## config.mk

```make
export PLATFORM = sky130hd
export DESIGN_NAME = branch_resolution_unit
export DESIGN_NICKNAME = d
export VERILOG_FILES = /design/src/rtl/branch_resolution_unit.sv
export SDC_FILE = /design/constraint.sdc
export NUM_CORES = 1
export LEC_CHECK = 0
export BUFFER_PORTS_ARGS = -buffer_cell sky130_fd_sc_hd__buf_2
export CAP_MARGIN = 0
export CORE_ASPECT_RATIO = 2
export CORE_MARGIN = 3
export CORE_UTILIZATION = 30
export DETAILED_ROUTE_END_ITERATION = 16
export PLACE_DENSITY_LB_ADDON = 0.15
export SLEW_MARGIN = 25
export SYNTH_ARGS = -nofsm -noshare
export SYNTH_HDL_FRONTEND = slang
export SYNTH_SLANG_ARGS = --single-unit
export TNS_END_PERCENT = 5
```

## constraint.sdc

```tcl
create_clock -name clk -period 7.3 [get_ports clk]
set_input_delay 0 -clock clk [delete_from_list [all_inputs] [get_ports clk]]
set_output_delay 0 -clock clk [all_outputs]
set_load 0.05 [all_outputs]
```

## src/rtl/branch_resolution_unit.sv

```systemverilog
// branch_resolution_unit: in-order queue of fetch predictions checked against execute outcomes;
// raises flush/redirect on a mispredict and feeds BHT updates. Optional counters: `BRU_STATS_EN.
module branch_resolution_unit #(
    parameter int DEPTH = 4,
    parameter int PC_W  = 8,
    parameter int CNT_W = 16
) (
    input  logic             clk,
    input  logic             reset,
    input  logic             fq_push,
    input  logic [PC_W-1:0]  fq_pc,
    input  logic             fq_pred,
    input  logic [PC_W-1:0]  fq_target,
    output logic             fq_full,
    input  logic             ex_resolve,
    input  logic             ex_taken,
    input  logic [PC_W-1:0]  ex_target,
    output logic             ex_err,
    output logic             upd_branch,
    output logic [PC_W-1:0]  upd_pc,
    output logic             upd_taken,
    output logic             flush,
`ifdef BRU_STATS_EN
    output logic [PC_W-1:0]  redirect_pc,
    output logic [CNT_W-1:0] branch_cnt,
    output logic [CNT_W-1:0] mispred_cnt
`else
    output logic [PC_W-1:0]  redirect_pc
`endif
);

    localparam int PTR_W = $clog2(DEPTH);
    localparam int CQ_W  = $clog2(DEPTH + 1);

    typedef enum logic {RUN = 1'b0, RECOVER = 1'b1} state_t;

    function automatic logic [CNT_W-1:0] sat_inc(input logic [CNT_W-1:0] v);
        return (v == {CNT_W{1'b1}}) ? v : v + CNT_W'(1);
    endfunction

    state_t            state_q, state_d;
    logic              in_run;
    logic [PTR_W-1:0]  rd_ptr_q, wr_ptr_q;
    logic [CQ_W-1:0]   count_q, count_d;
    logic [PC_W-1:0]   pc_mem  [DEPTH];
    logic [PC_W-1:0]   tgt_mem [DEPTH];
    logic              pred_mem[DEPTH];

    logic [PC_W-1:0]   head_pc, head_tgt, redirect_d;
    logic              head_pred;
    logic              do_resolve, bad_resolve, mis, do_push;

    logic              upd_branch_p1, upd_taken_p1, flush_p1, ex_err_p1;
    logic [PC_W-1:0]   upd_pc_p1, redirect_p1;

    // FSM: state register
    always_ff @(posedge clk or negedge reset) begin
        if (!reset) state_q <= RUN;
        else        state_q <= state_d;
    end

    // FSM: next state; RECOVER is a single-cycle shadow of the flush pulse
    always_comb begin
        state_d = state_q;
        case (state_q)
            RUN:     if (mis) state_d = RECOVER;
            RECOVER: state_d = RUN;
            default: state_d = RUN;
        endcase
    end

    // FSM: outputs
    always_comb begin
        in_run = (state_q == RUN);
    end

    assign head_pc   = pc_mem[rd_ptr_q];
    assign head_tgt  = tgt_mem[rd_ptr_q];
    assign head_pred = pred_mem[rd_ptr_q];
    assign fq_full   = (count_q == CQ_W'(DEPTH));

    always_comb begin
        do_resolve  = in_run && ex_resolve && (count_q != '0);
        bad_resolve = in_run && ex_resolve && (count_q == '0);
        mis         = do_resolve && ((head_pred != ex_taken) ||
                                     (ex_taken && (ex_target != head_tgt)));
        // A full queue only makes room when the head retires cleanly this cycle
        do_push     = in_run && fq_push && !mis && (!fq_full || do_resolve);
        redirect_d  = ex_taken ? ex_target : head_pc + PC_W'(1);
        count_d     = count_q;
        if (do_push && !do_resolve)      count_d = count_q + CQ_W'(1);
        else if (!do_push && do_resolve) count_d = count_q - CQ_W'(1);
    end

    always_ff @(posedge clk or negedge reset) begin
        if (!reset) begin
            rd_ptr_q <= '0;
            wr_ptr_q <= '0;
            count_q  <= '0;
        end else if (mis) begin
            rd_ptr_q <= '0;
            wr_ptr_q <= '0;
            count_q  <= '0;
        end else begin
            if (do_push)    wr_ptr_q <= wr_ptr_q + PTR_W'(1);
            if (do_resolve) rd_ptr_q <= rd_ptr_q + PTR_W'(1);
            count_q <= count_d;
        end
    end

    always_ff @(posedge clk) begin
        if (do_push) begin
            pc_mem[wr_ptr_q]   <= fq_pc;
            tgt_mem[wr_ptr_q]  <= fq_target;
            pred_mem[wr_ptr_q] <= fq_pred;
        end
    end

    // Stage p1: registered resolve results, one cycle after the resolve edge
    always_ff @(posedge clk or negedge reset) begin
        if (!reset) begin
            upd_branch_p1 <= 1'b0;
            upd_taken_p1  <= 1'b0;
            upd_pc_p1     <= '0;
            flush_p1      <= 1'b0;
            ex_err_p1     <= 1'b0;
            redirect_p1   <= '0;
        end else begin
            upd_branch_p1 <= do_resolve;
            flush_p1      <= mis;
            ex_err_p1     <= bad_resolve;
            if (do_resolve) begin
                upd_pc_p1    <= head_pc;
                upd_taken_p1 <= ex_taken;
            end
            if (mis) redirect_p1 <= redirect_d;
        end
    end

    assign upd_branch  = upd_branch_p1;
    assign upd_pc      = upd_pc_p1;
    assign upd_taken   = upd_taken_p1;
    assign flush       = flush_p1;
    assign ex_err      = ex_err_p1;
    assign redirect_pc = redirect_p1;

`ifdef BRU_STATS_EN
    always_ff @(posedge clk or negedge reset) begin
        if (!reset) begin
            branch_cnt  <= '0;
            mispred_cnt <= '0;
        end else begin
            if (do_resolve) branch_cnt  <= sat_inc(branch_cnt);
            if (mis)        mispred_cnt <= sat_inc(mispred_cnt);
        end
    end
`endif

endmodule

```

==> results by group, run 1 <==
Setup path
  – Cell with the largest stage delay on the worst path: dfrtp_1
  – CP Capture Type: flop
  – CP arrival: 3.31 ns
  – Crit-path max cell delay: ~0.9 ns
  – Worst Path Max Fanout: 19
  – CP required: 7.32 ns
  – Worst Setup Start Kind: flop
  – WS Path Type: reg2reg
  – Worst path cell trace: mux4_2 -> xor2_1 -> a31oi_1 -> nand4_1 -> a21oi_4 -> nor2_4 -> nor3b_2 -> buf_4

Power and ir drop
  – Pwr dens: 390.0 nW/um2
  – P_sw: 762.6 uW
  – Peak supply drop: 0.1362 mV
  – Internal power: between 1000 and 1500 uW
  – Clock power share: 23.2%
  – Pleak: roughly 0.0019 uW
  – Seq pwr share: 40.7%
  – Switching Share: about two fifths
  – Gate power share: between 30 and 40%

Placed design
  – RePlAce Congestion: 0.7327
  – DPL Wire Length: 6.561 mm
  – Placed Cells: 478
  – Area after DPL: 4577 um2
  – I/O Buffers: 50

GRT
  – First-pass GRT wire length: 13.98 mm
  – Total GRT Usage: 12.54%
  – Total grt overflow: 0
  – Vias in the first global route: 2,535
  – Largest net degree at the start of global routing: 29
  – Initial antenna violation count: 0

STA
  – Setup TNS: 0 ns
  – Final hold violation count: 0
  – Max Clock Skew: 0.007812 ns
  – Minimum clock period: 3.292 ns
  – Crit share post-route: between 40% and 50%
  – RSZ-0062 raised after global routing: no
  – Final hold slack: 0.04988 ns
  – Slew Viols, Final: 0
  – Fmax achieved: approximately 300 MHz
  – Setup violators final: 0
  – Slew @ Worst Pin: 0.8479 ns
  – Slew headroom: 43.48%

Routing
  – Drt pass-1 iters: 4
  – DR iter-0 viols: 52
  – Drc violations: 0
  – Post-Route WL: 8.799 mm
  – Routed Antenna Nets: 0
  – DR vias/cell: around 4.7
  – DR WL/cell: 17.15 um
  – Detailed-route via count: 2,421

Clocking
  – Setup Fix Bufs, Post-CTS: 0
  – TritonCTS buffer count: 9
  – Clock root buffer: clkbuf_16
  – Max Root-Sink Buffers: 2
  – H-tree Lvls: 3
  – Clock-pin slew on the worst setup and hold paths: 0.07 ns
  – Clock sink count: 96
  – CTS tree: done
  – Clk_lat worst skew: 0.34 ns

Logic synthesis
  – Main area contributors after synthesis: edfxtp_1 49%, dfrtp_1 17%, nand2_1 3.9%, mux4_1 3.8%, mux2i_1 3.1%
  – Synth Flop Type: edfxtp_1
  – Count of cell types in the netlist: 41
  – Syn Std Cell Area: 4151 um2
  – Avg Inst Size Synth: 14.88 um2
  – Largest area contributor in the netlist: edfxtp_1
  – Cells after Synth: about 280
  – Area fraction of the dominant cell type after synthesis: 49.19%
  – Fraction of registers with async set/reset: 29.17%
  – Synthesized Nets: 315
  – Sequential share of the synthesized area: between 60% and 70%
  – Yosys warnings: 0
  – Register bit total from synthesis: 96
  – Post-synth EDFFs: 68

Die
  – Initial Util: 30.72%
  – Die width: 89.18 um
  – Core footprint: around 14,000 um2
  – Die height: 172.4 um
  – Die area: about 15,000 um2
  – Site Rows: 60
  – I/O pin cnt: 51

Layout
  – Commonest cells after routing, fill and taps aside: 68 x edfxtp_1, 50 x buf_2, 43 x nand2_1, 27 x dfrtp_1, 19 x dlygate4sd3_1
  – Non-Filler Instances: just over 500
  – Final nets: 389
  – Antenna Cells: 0
  – Layout fillers: roughly 1,300
  – Syn-to-layout area delta: 21.79%
  – Layout cells sized above 1: 25.70%
  – Final instance area: 5056 um2
  – Leading cell type in the layout, fill and taps excluded: edfxtp_1

Run
  – Maxcap violations: 0

Worst hold path
  – Worst hold path type: in2reg

Run status
  – Status: finished clean
==> Yosys cell counts (2+ instances only) <==
cell type	n
a21oi_1	2
a31oi_1	2
and3_1	3
buf_2	2
buf_6	4
clkbuf_1	3
dfrtp_1	28
edfxtp_1	68
ha_1	5
inv_1	10
mux2_2	6
mux2_4	3
mux2i_1	13
mux4_1	6
mux4_2	5
nand2_1	43
nand2b_1	2
nand3_1	4
nand4_1	3
nor2_1	12
nor3b_1	4
o211ai_1	3
o21ai_0	13
xnor2_1	12
xor2_1	7
==> per-layer routing <==
metal | up-vias | share of wire, % | global-route usage (%)
met2 | 48 | 56 | 22.84
met3 | 12 | 3.0 | 2.051
met5 | - | 0 | 0
met1 | 1186 | 38 | 13.67
li1 | 1175 | - | -
met4 | 0 | 2.5 | 5.962
==> power groups by stage <==
stage,sequential (uW),combinational [uW],clock [uW]
finish,802,712,457
global placement,816,715,0
detailed placement,818,720,0
global route,820,779,496
CTS,807,729,473
floorplan,961,384,0
==> per-stage QoR <==
| stage | total power (uW) | util [%] | worst slack, ns |
|---|---|---|---|
| finish | 1972 | 37.42 | 4.008 |
| global route | 2096 | 37.42 | 3.735 |
| CTS | 2009 | 37.42 | 3.906 |
| detailed placement | 1539 | 33.87 | 3.913 |
| global placement | 1531 | 33.86 | 3.878 |
| floorplan | 1345 | - | 3.677 |
==> kinds of logic after synthesis <==
kind of cell | Yosys count | synth area share [%]
multiplexers | 33 | 12.36
AND/OR/NAND/NOR | 77 | 8.379
buffers and inverters | 21 | 2.773
XOR/XNOR | 19 | 4.008
adder cells (fa/ha/maj) | 6 | 1.989
flip-flops | 96 | 66.06
AO/OA/AOI/OAI | 27 | 4.430
==> final cells by class <==
type	count	area, um2	share of cell area, %
flip-flops and latches	96	2744	54.27
multi-input cells	162	1314	25.98
repair buffers	74	478.0	9.453
clock buffers	10	229.0	4.529
well taps	155	193.9	3.836
clock inverters	6	60.06	1.188
inverters	10	37.54	0.7424
==> state kept, by name, indices dropped and copies added, names as in the netlist <==
| register | cells |
|---|---|
| upd_branch | 1 |
| ex_err | 1 |
| state_q | 1 |
| count_q | 3 |
| pc_mem | 32 |
| wr_ptr_q | 2 |
| flush | 1 |
| tgt_mem | 32 |
| redirect_pc | 8 |
| rd_ptr_q | 2 |
| pred_mem | 4 |
| upd_taken | 1 |
| upd_pc | 8 |
==> final timing paths <==
kind,cells past startpoint,slack [ns],endpoint,startpoint
setup reg to reg,8,4.01,tgt_mem[0][0]$_DFFE_PP_,rd_ptr_q[0]$_DFFE_PN0P_
min in group asynchronous,2,0.22,upd_pc[7]$_DFFE_PN0P_,reset
hold / removal,3,0.05,upd_taken$_DFFE_PN0P_,ex_taken
hold reg to reg,2,0.47,upd_taken$_DFFE_PN0P_,upd_taken$_DFFE_PN0P_
max in group asynchronous,2,6.60,rd_ptr_q[1]$_DFFE_PN0P_,reset
setup / recovery,8,4.01,tgt_mem[0][0]$_DFFE_PP_,rd_ptr_q[0]$_DFFE_PN0P_
==> timing repair <==
action,in CTS,in global routing
endpoints found under the setup margin,0,0
endpoints found under the hold margin,97,0
hold buffers,19,0
resized for setup,0,0
==> worst max-delay path: cells and delay by family (launching register included) <==
kind,cells,cell delay (ns)
compound gates,2,0.44
xor+xnor,1,0.15
buf+inv,1,0.30
flops,1,0.90
mux,1,0.62
simple gates,3,0.56
Note: power is estimated with default switching activity, not from simulation.
==> run 2: changes to the inputs <==
--- a/config.mk
+++ b/config.mk
@@ -5,6 +5,7 @@
 export SDC_FILE = /design/constraint.sdc
 export NUM_CORES = 1
 export LEC_CHECK = 0
+export ABC_AREA = 1
 export BUFFER_PORTS_ARGS = -buffer_cell sky130_fd_sc_hd__buf_2
 export CAP_MARGIN = 0
 export CORE_ASPECT_RATIO = 2
==> constraint.sdc (replaced) <==
create_clock -name clk -period 3.2 [get_ports clk]
set_input_delay 0 -clock clk [delete_from_list [all_inputs] [get_ports clk]]
set_output_delay 0 -clock clk [all_outputs]
set_load 0.05 [all_outputs]
==> run 2 against run 1 <==
Net effect:
- first-iteration DRC count is 69% higher
- combinational power grew to 3.0 times the previous value
- power grew to 2.6 times the previous value
- highest routed layer unchanged
==> results by group, run 2 <==
Run status
  – Status: finished clean

STA
  – Crit share post-route: 82.79% (+38 points)
  – Final hold violation count: 0 (unchanged)
  – Fmax achieved: 377.5 MHz (+24%)
  – Slew @ Worst Pin: 0.6689 ns (-0.1790 ns)
  – Worst setup margin: 0.5508 ns (-3.457 ns)
  – RSZ-0062 raised after global routing: no
  – Minimum clock period: 2.649 ns (-0.6428 ns)
  – Setup TNS: 0 ns (unchanged)
  – Max Clock Skew: 0.006476 ns (-0.001336 ns)
  – Slew headroom: 55.41% (+12 points)
  – Setup violators final: 0 (unchanged)
  – Slew Viols, Final: 0 (unchanged)

Setup path
  – Worst Path Max Fanout: 36 (+17)
  – Critical R2R Capture: tgt_mem[1][0]$_DFFE_PP_
  – R2R depth: 14 (+6)
  – Worst reg2reg path startpoint: rd_ptr_q[0]$_DFFE_PN0P_
  – WS Path Type: reg2reg
  – Worst Setup Start Kind: flop
  – CP Capture Type: flop
  – CP arrival: 2.67 ns (-0.64 ns)
  – CP required: 3.22 ns (-4.10 ns)
  – R2r setup slk: 0.55 ns (-3.46 ns)

Clocking
  – CTS tree: done
  – Clk_lat worst skew: 0.34 ns (about the same)
  – Clock root buffer: clkbuf_16
  – Clock-pin slew on the worst setup and hold paths: 0.07 ns (about the same)
  – TritonCTS buffer count: 9 (unchanged)
  – Max Root-Sink Buffers: 2 (unchanged)
  – Cts repair resizes: 0 (unchanged)
  – Clock sink count: 96 (unchanged)
  – H-tree Lvls: 3 (unchanged)

GRT
  – Initial antenna violation count: 0 (unchanged)
  – Vias in the first global route: 2,918 (+15%)
  – Total grt overflow: 0 (unchanged)
  – Total GRT Usage: 13.91% (+1.4 points)
  – First-pass GRT wire length: 15.87 mm (+14%)
  – Largest net degree at the start of global routing: 37 (+28%)

Power and ir drop
  – Seq pwr share: 35.3% (-5.4 points)
  – Pwr dens: 990.4 nW/um2 (+150%)
  – Peak supply drop: 0.2916 mV (+110%)
  – Switching Share: 42.05% (+3.4 points)
  – Gate power share: 42.0% (+5.9 points)
  – Internal power: 2951 uW (+140%)
  – P_sw: 2141 uW (+180%)
  – Pleak: 0.002158 uW (+11%)
  – Clock power share: 22.7% (-0.5 points)

Logic synthesis
  – Avg Inst Size Synth: 10.93 um2 (-27%)
  – Synth Flop Type: edfxtp_1
  – Top-count cell post-synth: nand2_1
  – Synth cell count leaders: 118 x nand2_1, 68 x edfxtp_1, 32 x nand3_1
  – Fraction of registers with async set/reset: 29.17% (unchanged)
  – Register bit total from synthesis: 96 (unchanged)
  – Synthesized Nets: 418 (+33%)
  – Largest area contributor in the netlist: edfxtp_1
  – Yosys warnings: 0 (unchanged)
  – Syn Std Cell Area: 4175 um2 (+0.57%)
  – Main area contributors after synthesis: edfxtp_1 49%, dfrtp_1 17%, nand2_1 11%, nand3_1 3.8%, o21ai_0 2.8%
  – Count of cell types in the netlist: 37 (-9.8%)
  – Cells after Synth: 382 (+37%)
  – Area fraction of the dominant cell type after synthesis: 48.91% (-0.28 points)
  – Sequential share of the synthesized area: 65.69% (-0.38 points)
  – Post-synth EDFFs: 68 (unchanged)

Routing
  – DR iter-0 viols: 88 (+69%)
  – Routed Antenna Nets: 0 (unchanged)
  – DR WL/cell: 16.30 um (-5.0%)
  – DR vias/cell: 4.702 (-0.36%)
  – Drc violations: 0 (unchanged)
  – Drt pass-1 iters: 4 (unchanged)
  – Detailed-route via count: 2,920 (+21%)
  – Post-Route WL: 10.12 mm (+15%)

Layout
  – Final instance area: 5142 um2 (+1.7%)
  – Largest regs: pc_mem: 32 flops, tgt_mem: 32 flops
  – Leading cell type in the layout, fill and taps excluded: nand2_1
  – Layout cells sized above 1: 19.10% (-6.6 points)
  – Antenna Cells: 0 (unchanged)
  – Syn-to-layout area delta: 23.16%
  – Commonest cells after routing, fill and taps aside: 118 x nand2_1, 68 x edfxtp_1, 50 x buf_2, 32 x nand3_1, 28 x dfrtp_1
  – Final nets: 498 (+28%)

Placed design
  – I/O Buffers: 50 (unchanged)
  – Area after DPL: 4613 um2 (+0.79%)
  – RePlAce Congestion: 0.8044 (+9.8%)
  – Pre-CTS setup slack: 0.5256 ns (-3.387 ns)
  – DPL Wire Length: 7.381 mm (+13%)

Worst hold path
  – Hold_sp: ex_target[6]
  – Worst hold path type: in2reg
  – Hold EP: redirect_pc[6]$_DFFE_PN0N_
  – Hold depth: 3 (unchanged)

Die
  – Die width: 89.42 um (+0.27%)
  – Core footprint: 13,510 um2 (unchanged)
  – I/O pin cnt: 51 (unchanged)
  – Site Rows: 60 (unchanged)
  – Die height: 172.8 um (+0.28%)
  – Die area: 15,460 um2 (+0.55%)
  – Initial Util: 30.90% (+0.18 points)

Run
  – Maxcap violations: 0 (unchanged)
run 2: worst max-delay path by stage:
stage | slack [ns] | end | start
2_1_floorplan | 0.44 | pc_mem[0][0]$_DFFE_PP_ | rd_ptr_q[0]$_DFFE_PN0P_
3_3_place_gp | 0.59 | pc_mem[0][0]$_DFFE_PP_ | rd_ptr_q[1]$_DFFE_PN0P_
3_5_place_dp | 0.53 | pc_mem[1][3]$_DFFE_PP_ | rd_ptr_q[0]$_DFFE_PN0P_
4_1_cts | 0.51 | pc_mem[1][2]$_DFFE_PP_ | rd_ptr_q[0]$_DFFE_PN0P_
5_1_grt | 0.25 | tgt_mem[1][3]$_DFFE_PP_ | rd_ptr_q[0]$_DFFE_PN0P_
6_report | 0.55 | tgt_mem[1][0]$_DFFE_PP_ | rd_ptr_q[0]$_DFFE_PN0P_
run 2: kinds of logic after synthesis:
| group | share of synthesized area (%) |
|---|---|
| AOI/OAI and AO/OA | 7.043 |
| DFF | 65.69 |
| adders and majority gates | 1.978 |
| buffers and inverters | 4.315 |
| xor gates and xnor gates | 1.468 |
| and+or+nand+nor | 19.51 |
run 2: routing by layer:
| layer | GRT usage [%] | wire length, um |
|---|---|---|
| met4 | 6.708 | 383 |
| met1 | 15.78 | 4013 |
| met2 | 23.95 | 5445 |
| met3 | 2.909 | 282 |
| met5 | 0 | 0 |
run 2: final cells by class:
cell class / instances / area [um2]
Clock buffer: 9 / 225.2
Clock inverter: 6 / 93.84
Fill cell: 1361 / 8371
Inverter: 23 / 91.34
Multi-Input combinational cell: 250 / 1252
Sequential cell: 96 / 2743
Tap cell: 155 / 193.9
Timing Repair Buffer: 82 / 543.0
run 2: repair_timing:
action | 4_1_cts | 5_1_grt
buffers inserted | 0 | 0
hold buffers | 21 | 0
hold endpoints to repair | 99 | 0
run 2: stage by stage:
step,hold WS (ns),power [uW],util [%],std cells
6_report,0.02912,5093,38.06,621
5_1_grt,0.03642,5462,38.06,621
3_5_place_dp,0.08149,3985,34.14,585
4_1_cts,0.01918,5181,38.06,621
3_3_place_gp,0.07606,3972,34.14,585
2_1_floorplan,-0.2956,3390,-,382
run 2: worst max-delay path, stage by stage, from the launching register on:
cell and delay [ns]:
dfrtp_1 0.47, inv_6 0.26, nand2_1 0.09, nand3_1 0.08, nand2_1 0.09, nand2_1 0.06, nand2_1 0.04, nor2_1 0.11
nand3_1 0.17, nor2_2 0.19, nor2_4 0.09, nor2_2 0.15, o21ai_2 0.13, nor2_1 0.12, buf_4 0.29
run 2: power by group through the flow:
| stage | Clock, uW | Sequential, uW | Combinational [uW] |
|---|---|---|---|
| floorplan | 0 | 2200 | 1190 |
| global placement | 0 | 1830 | 2150 |
| detailed placement | 0 | 1830 | 2160 |
| CTS | 1190 | 1800 | 2190 |
| global route | 1230 | 1840 | 2390 |
| finish | 1160 | 1800 | 2140 |
